File: src/rtl/fixed_to_float_if.sv
// Sample stream bus for fixed_to_float: fixed-point samples in, IEEE-754 single out.
interface fixed_to_float_if #(
  parameter int unsigned W = 32
);
  logic         in_valid;
  logic [W-1:0] fixed_in;
  logic         out_valid;
  logic [31:0]  result;

  // Producer side: drives samples, observes converted results
  modport master (
    output in_valid,
    output fixed_in,
    input  out_valid,
    input  result
  );

  // Converter side
  modport slave (
    input  in_valid,
    input  fixed_in,
    output out_valid,
    output result
  );
endinterface

File: src/rtl/fixed_to_float.sv
// fixed_to_float: 3-stage signed fixed-point (W bits, FRAC_BITS fractional)
// to IEEE-754 single converter, advancing only when clk_en is high.
// Stage 1 sign/magnitude, stage 2 normalise, stage 3 round and pack.
// Build option FIX2FLT_RNE_EN: round-to-nearest-even; otherwise truncate.
module fixed_to_float #(
  parameter int unsigned W         = 32,
  parameter int unsigned FRAC_BITS = 30
) (
  input logic           clk,
  input logic           reset,
  input logic           clk_en,
  fixed_to_float_if.slave bus
);

  localparam int unsigned PW   = (W > 1) ? $clog2(W) : 1;
  localparam int unsigned FW   = ((W - 1) < 25) ? 25 : (W - 1);
  localparam int unsigned EOFF = 127 - FRAC_BITS;

  logic         s1_valid;
  logic         s1_sign;
  logic [W-1:0] s1_mag;

  logic          s2_valid;
  logic          s2_sign;
  logic          s2_zero;
  logic [PW-1:0] s2_p;
  logic [W-1:0]  s2_norm;

  logic        out_valid_q;
  logic [31:0] result_q;

  logic [PW-1:0] p_c;
  logic [W-1:0]  norm_c;
  logic [FW-1:0] ext_c;
  logic [22:0]   frac_c;
  logic [22:0]   frac_rnd_c;
  logic [7:0]    exp_c;
  logic [7:0]    exp_rnd_c;
  logic          unused_c;

  // Stage 1: split sign and take magnitude; -2^(W-1) maps to 2^(W-1) exactly
  always_ff @(posedge clk) begin
    if (reset) begin
      s1_valid <= 1'b0;
      s1_sign  <= 1'b0;
      s1_mag   <= '0;
    end else if (clk_en) begin
      s1_valid <= bus.in_valid;
      s1_sign  <= bus.fixed_in[W-1];
      s1_mag   <= bus.fixed_in[W-1] ? (~bus.fixed_in + W'(1)) : bus.fixed_in;
    end
  end

  // Leading-one priority encoder and barrel shift to put the leading one on top
  always_comb begin
    p_c = '0;
    for (int unsigned i = 0; i < W; i++) begin
      if (s1_mag[i]) p_c = PW'(i);
    end
    norm_c = s1_mag << (PW'(W - 1) - p_c);
  end

  // Stage 2: register normalised magnitude, leading-one index and zero flag
  always_ff @(posedge clk) begin
    if (reset) begin
      s2_valid <= 1'b0;
      s2_sign  <= 1'b0;
      s2_zero  <= 1'b1;
      s2_p     <= '0;
      s2_norm  <= '0;
    end else if (clk_en) begin
      s2_valid <= s1_valid;
      s2_sign  <= s1_sign;
      s2_zero  <= (s1_mag == '0);
      s2_p     <= p_c;
      s2_norm  <= norm_c;
    end
  end

  // Fraction extraction below the hidden one, zero-padded when narrower than 25 bits
  always_comb begin
    ext_c  = FW'(s2_norm[W-2:0]) << (FW - (W - 1));
    frac_c = ext_c[FW-1 -: 23];
    exp_c  = 8'(EOFF) + 8'(s2_p);
  end

`ifdef FIX2FLT_RNE_EN
  logic        guard_c;
  logic        sticky_c;
  logic        round_up_c;
  logic [23:0] frac_sum_c;

  // Round to nearest even; a carry out of the fraction bumps the exponent
  always_comb begin
    guard_c    = ext_c[FW-24];
    sticky_c   = |ext_c[FW-25:0];
    round_up_c = guard_c & (sticky_c | frac_c[0]);
    frac_sum_c = 24'(frac_c) + 24'(round_up_c);
    frac_rnd_c = frac_sum_c[22:0];
    exp_rnd_c  = exp_c + 8'(frac_sum_c[23]);
    unused_c   = s2_norm[W-1];
  end
`else
  // Truncation toward zero: bits below the fraction are dropped
  always_comb begin
    frac_rnd_c = frac_c;
    exp_rnd_c  = exp_c;
    unused_c   = ^{s2_norm[W-1], ext_c[FW-24:0]};
  end
`endif

  // Stage 3: pack the float; result holds its last valid value when idle
  always_ff @(posedge clk) begin
    if (reset) begin
      out_valid_q <= 1'b0;
      result_q    <= 32'h0000_0000;
    end else if (clk_en) begin
      out_valid_q <= s2_valid;
      if (s2_valid) begin
        result_q <= s2_zero ? 32'h0000_0000 : {s2_sign, exp_rnd_c, frac_rnd_c};
      end
    end
  end

  assign bus.out_valid = out_valid_q;
  assign bus.result    = result_q;

endmodule

File: src/flat_wrapper.sv
// flat-port wrapper written by rule: the top's interface ports become plain ports
module fixed_to_float_flat 
#(
  parameter int unsigned W         = 32,
  parameter int unsigned FRAC_BITS = 30
)
  (clk, reset, clk_en, bus_in_valid, bus_fixed_in, bus_out_valid, bus_result);
  fixed_to_float_if #(.W(W)) bus_i ();
  input logic clk;
  input logic reset;
  input logic clk_en;
  input wire logic [$bits(bus_i.in_valid)-1:0] bus_in_valid;
  input wire logic [$bits(bus_i.fixed_in)-1:0] bus_fixed_in;
  output wire logic [$bits(bus_i.out_valid)-1:0] bus_out_valid;
  output wire logic [$bits(bus_i.result)-1:0] bus_result;
  assign bus_i.in_valid = bus_in_valid;
  assign bus_i.fixed_in = bus_fixed_in;
  assign bus_out_valid = bus_i.out_valid;
  assign bus_result = bus_i.result;
  fixed_to_float #(.W(W), .FRAC_BITS(FRAC_BITS)) u_core (.clk(clk), .reset(reset), .clk_en(clk_en), .bus(bus_i));
endmodule
File: config.mk
export PLATFORM = sky130hd
export DESIGN_NAME = fixed_to_float_flat
export DESIGN_NICKNAME = d
export VERILOG_FILES = /design/src/rtl/fixed_to_float_if.sv /design/src/rtl/fixed_to_float.sv /design/src/flat_wrapper.sv
export SDC_FILE = /design/constraint.sdc
export NUM_CORES = 1
export LEC_CHECK = 0
export ABC_CLOCK_PERIOD_IN_PS = 6990
export CELL_PAD_IN_SITES_DETAIL_PLACEMENT = 0
export CELL_PAD_IN_SITES_GLOBAL_PLACEMENT = 1
export CORE_MARGIN = 1.5
export CORE_UTILIZATION = 46
export CTS_CLUSTER_DIAMETER = 50
export DETAILED_ROUTE_END_ITERATION = 10
export GPL_TIMING_DRIVEN = 0
export HOLD_SLACK_MARGIN = 0.06
export PLACE_DENSITY_LB_ADDON = 0.25
export RECOVER_POWER = 25
export SLEW_MARGIN = 20
export SYNTH_ARGS = -nofsm -noshare
export SYNTH_HDL_FRONTEND = slang
export SYNTH_SLANG_ARGS = --single-unit
File: constraint.sdc
create_clock -name clk -period 6.99 [get_ports clk]
set_clock_uncertainty 0.05 [all_clocks]
set_input_delay 0.699 -clock clk [delete_from_list [all_inputs] [get_ports clk]]
set_output_delay 0.699 -clock clk [all_outputs]
set_load 0.005 [all_outputs]
==> results.sh <==
export IMPL_status="finished, final reports clean"
export IMPL_power_net_switching_mw=0.5905
export IMPL_start_kind="register"
export IMPL_grt_pass1_vias=5604
export IMPL_slew_violations=0
export IMPL_cts_setup_buffers=0
export IMPL_fin_crit_ns=3.960
export IMPL_dpl_cell_count=997
export IMPL_synth_seq_area_share_pct=32.20
export IMPL_cts_made_buffers=9
export IMPL_clock_sinks=98
export IMPL_post_drt_wl_per_cell_um=18.83
export IMPL_drt_initial_drc_count=494
export IMPL_boundaryPins=69
export IMPL_crit_fanout=10
export IMPL_syn_area_per_cell_sq_um=8.048
export IMPL_synth_fp_nets=795
export IMPL_final_net_count=874
export IMPL_fmax_ghz=0.2525
export IMPL_synth_top_family_by_area="compound AO/OA/AOI/OAI gates"
export IMPL_synthFlopType="dfxtp_1"
export IMPL_total_leakage_power_nw=2.898
export IMPL_cts_hold_buf=0
export IMPL_tightest_slew_ns=0.9679
export IMPL_hpwlAfterDp_um=14860
export IMPL_grt_remaining_overflow=0
export IMPL_syn_inst=757
export IMPL_drtAntennaViolNets=0
export IMPL_cts_tree="done"
export IMPL_cts_htree_levels=3
export IMPL_drc_errors=0
export IMPL_min_period_over_period_pct=56.65
export IMPL_vias=5968
export IMPL_finalInstanceArea_sq_um=7308
export IMPL_num_rows=41
export IMPL_intPower_mw=1.107
export IMPL_synth_async_sr_flop_share_pct=0
export IMPL_powerDensity_nw_per_um2=232.2
export IMPL_seqPwrFrac_pct=37.0
export IMPL_cts_resized=0
export IMPL_setup_viol=0
export IMPL_drive_gt1_share_pct=4.875
export IMPL_rsz0062_at_grt="false"
export IMPL_wl_um=19080
export IMPL_synthSimpleGateAreaFrac_pct=21.01
export IMPL_synthMuxAreaShare_pct=14.50
export IMPL_max_stage_delay_ns=0.78
export IMPL_place_area_sq_um=6988
export IMPL_gp_congestion=0.9694
export IMPL_coreArea_sq_um=12770
export IMPL_setup_tns_ns=0
export IMPL_pwr_share_comb_pct=31.4
export IMPL_path_delay_family="compound AO/OA/AOI/OAI gates"
export IMPL_worstPathCellList="nor4_1, o21ai_0, o21ai_2, buf_4, buf_2, clkbuf_1, nand2_1, o22ai_1, nor2_1, a221o_1"
export IMPL_hold_viol_final=0
export IMPL_fp_dieW_um=118.1
export IMPL_vdd_ir_drop_max_v=0.0001123
export IMPL_cap_violations=0
export IMPL_syn_cell_area_sq_um=6092
export IMPL_grt_antenna_before_repair=0
export IMPL_grt_max_degree=18
export IMPL_area_delta_synth_final_pct=19.96
export IMPL_drt_pass1_iterations=4
export IMPL_synth_area_leaders="dfxtp_1 32%, mux2i_1 13%, nor2_1 7.3%"
export IMPL_io_buffers=68
export IMPL_relSlewSlack_pct=34.88
export IMPL_die_h_um=118.1
export IMPL_fin_cells=1013
export IMPL_synth_edf_count=0
export IMPL_crit_slowest_cell="nor4_1"
export IMPL_insertedDiodeCount=0
export IMPL_critPathKind="register to register"
export IMPL_arrival_ns=4.15
export IMPL_sw_frac_of_total_pct=34.79
export IMPL_critical_path_required_ns=7.18
export IMPL_grt_usage_pct=27.58
export IMPL_clk_pin_slew_ns=0.07
export IMPL_p_clk_share_pct=31.6
export IMPL_synth_compound_area_share_pct=22.00
export IMPL_via_per_inst=5.891
export IMPL_insertion_delay_ns=0.35
export IMPL_start_util_pct=47.69
export IMPL_yosysUniqueCellTypes=62
export IMPL_p_total_mw=1.697
export IMPL_grt_first_pass_wirelength_um=30360
export IMPL_synthAdderAreaFrac_pct=0.4108
export IMPL_synth_xor_area_share_pct=4.601
export IMPL_yosys_warnings=0
export IMPL_die_area_sq_um=13940
export IMPL_clock_path_buffers=2
export IMPL_hold_slack_ns=0.4007
export IMPL_cp_end_kind="register"
export IMPL_cts_root_buf="clkbuf_16"
export IMPL_ys_seq_elements=98
export IMPL_yosysTopAreaCell="dfxtp_1"
export IMPL_min_path_type="register to register"
export IMPL_path_buf_inv=3
export IMPL_synth_top_area_share_pct=32.20
synthesized netlist by cell type (3+ instances only):
| cell | instances |
|---|---|
| a211oi_1 | 39 |
| a21oi_1 | 55 |
| a221o_1 | 6 |
| a221oi_1 | 4 |
| a22o_1 | 5 |
| a22oi_1 | 5 |
| a32oi_1 | 3 |
| and2_1 | 3 |
| and3_1 | 6 |
| buf_1 | 10 |
| buf_2 | 5 |
| clkbuf_1 | 50 |
| dfxtp_1 | 98 |
| inv_1 | 12 |
| mux2_2 | 4 |
| mux2i_1 | 77 |
| mux4_2 | 3 |
| nand2_1 | 48 |
| nand2b_1 | 3 |
| nand3_1 | 16 |
| nor2_1 | 118 |
| nor2b_1 | 4 |
| nor3_1 | 17 |
| nor3b_1 | 26 |
| nor4_1 | 9 |
| o211ai_1 | 3 |
| o21a_1 | 6 |
| o21ai_0 | 24 |
| o221ai_1 | 3 |
| o22ai_1 | 3 |
| o31ai_1 | 9 |
| o41ai_1 | 4 |
| or3_1 | 5 |
| or4_1 | 6 |
| xnor2_1 | 3 |
| xor2_1 | 29 |
power groups by stage:
stage	logic, mW	clock network (mW)	registers (mW)
6_report	0.534	0.536	0.627
5_1_grt	0.573	0.563	0.632
4_1_cts	0.525	0.539	0.627
3_5_place_dp	0.522	0	0.639
3_3_place_gp	0.518	0	0.638
2_1_floorplan	0.370	0	0.628
stage by stage:
stage          worst slack, ns  utilization (%)
6_report                 3.030            57.21
3_3_place_gp             2.985            54.71
5_1_grt                  2.820            57.21
2_1_floorplan            3.620                -
4_1_cts                  3.129            57.21
3_5_place_dp             2.878            54.71
cell families (layout without fill, tap and decap cells):
family | count (synthesis) | after routing
AOI/OAI and AO/OA | 193 | 193
xor gates and xnor gates | 32 | 32
adders and majority gates | 2 | 2
buffers and inverters | 80 | 164
DFF | 98 | 98
muxes | 84 | 84
and+or+nand+nor | 268 | 268
state kept, by name, indices dropped and copies added (netlist names):
name,count
u_core.s2_p,5
u_core.s2_norm,23
u_core.s1_sign,1
u_core.s1_mag,32
u_core.bus.result,32
u_core.s1_valid,1
u_core.s2_sign,1
u_core.s2_valid,1
u_core.bus.out_valid,1
u_core.s2_zero,1
final cells by class:
type,instances,area [sq um]
buffer,68,276.5
clock buffer,11,252.7
clock inverter,5,67.56
fill,1202,5465
inverter,12,45.04
multi-input combinational,579,3809
sequential,98,1962
tap,172,215.2
timing repair buffer,68,680.7
final timing paths:
check	startpoint	to	slack (ns)	cells after the start
max	u_core.s1_mag[24]$_SDFFE_PP0P_	u_core.s2_norm[28]$_SDFFE_PP0P_	3.03	10
max reg2reg	u_core.s1_mag[24]$_SDFFE_PP0P_	u_core.s2_norm[28]$_SDFFE_PP0P_	3.03	10
min	u_core.bus.result[29]$_SDFFE_PP0P_	u_core.bus.result[29]$_SDFFE_PP0P_	0.40	2
min reg2reg	u_core.bus.result[29]$_SDFFE_PP0P_	u_core.bus.result[29]$_SDFFE_PP0P_	0.40	2
layout by cell type, fill, tap and decap left out, types with 9 or more instances in the layout:
| cell | n |
|---|---|
| nor4_1 | 9 |
| dfxtp_1 | 98 |
| o21ai_0 | 24 |
| dlygate4sd3_1 | 32 |
| nand2_1 | 48 |
| nor3_1 | 17 |
| buf_1 | 10 |
| nand3_1 | 16 |
| clkbuf_16 | 9 |
| a21oi_1 | 55 |
| a211oi_1 | 39 |
| inv_1 | 12 |
| mux2i_1 | 77 |
| o31ai_1 | 9 |
| nor2_1 | 118 |
| xor2_1 | 29 |
| clkdlybuf4s50_1 | 36 |
| clkbuf_1 | 50 |
| nor3b_1 | 26 |
routing by layer:
layer / GRT usage [%] / up-vias / wire length (um)
met5: 0 / - / 0
met4: 10.90 / 0 / 555
met3: 3.052 / 31 / 832
met2: 46.51 / 199 / 9166
met1: 35.96 / 2811 / 8521
li1: - / 2927 / -
worst reg2reg max path: cells and delay by family (launching register included):
kind / cells / cell delay (ns)
AND/OR/NAND/NOR: 3 / 0.96
flip-flops: 1 / 0.38
buffers and inverters: 3 / 1.00
AO/OA/AOI/OAI: 4 / 1.45
(Power assumes the default switching activity.)
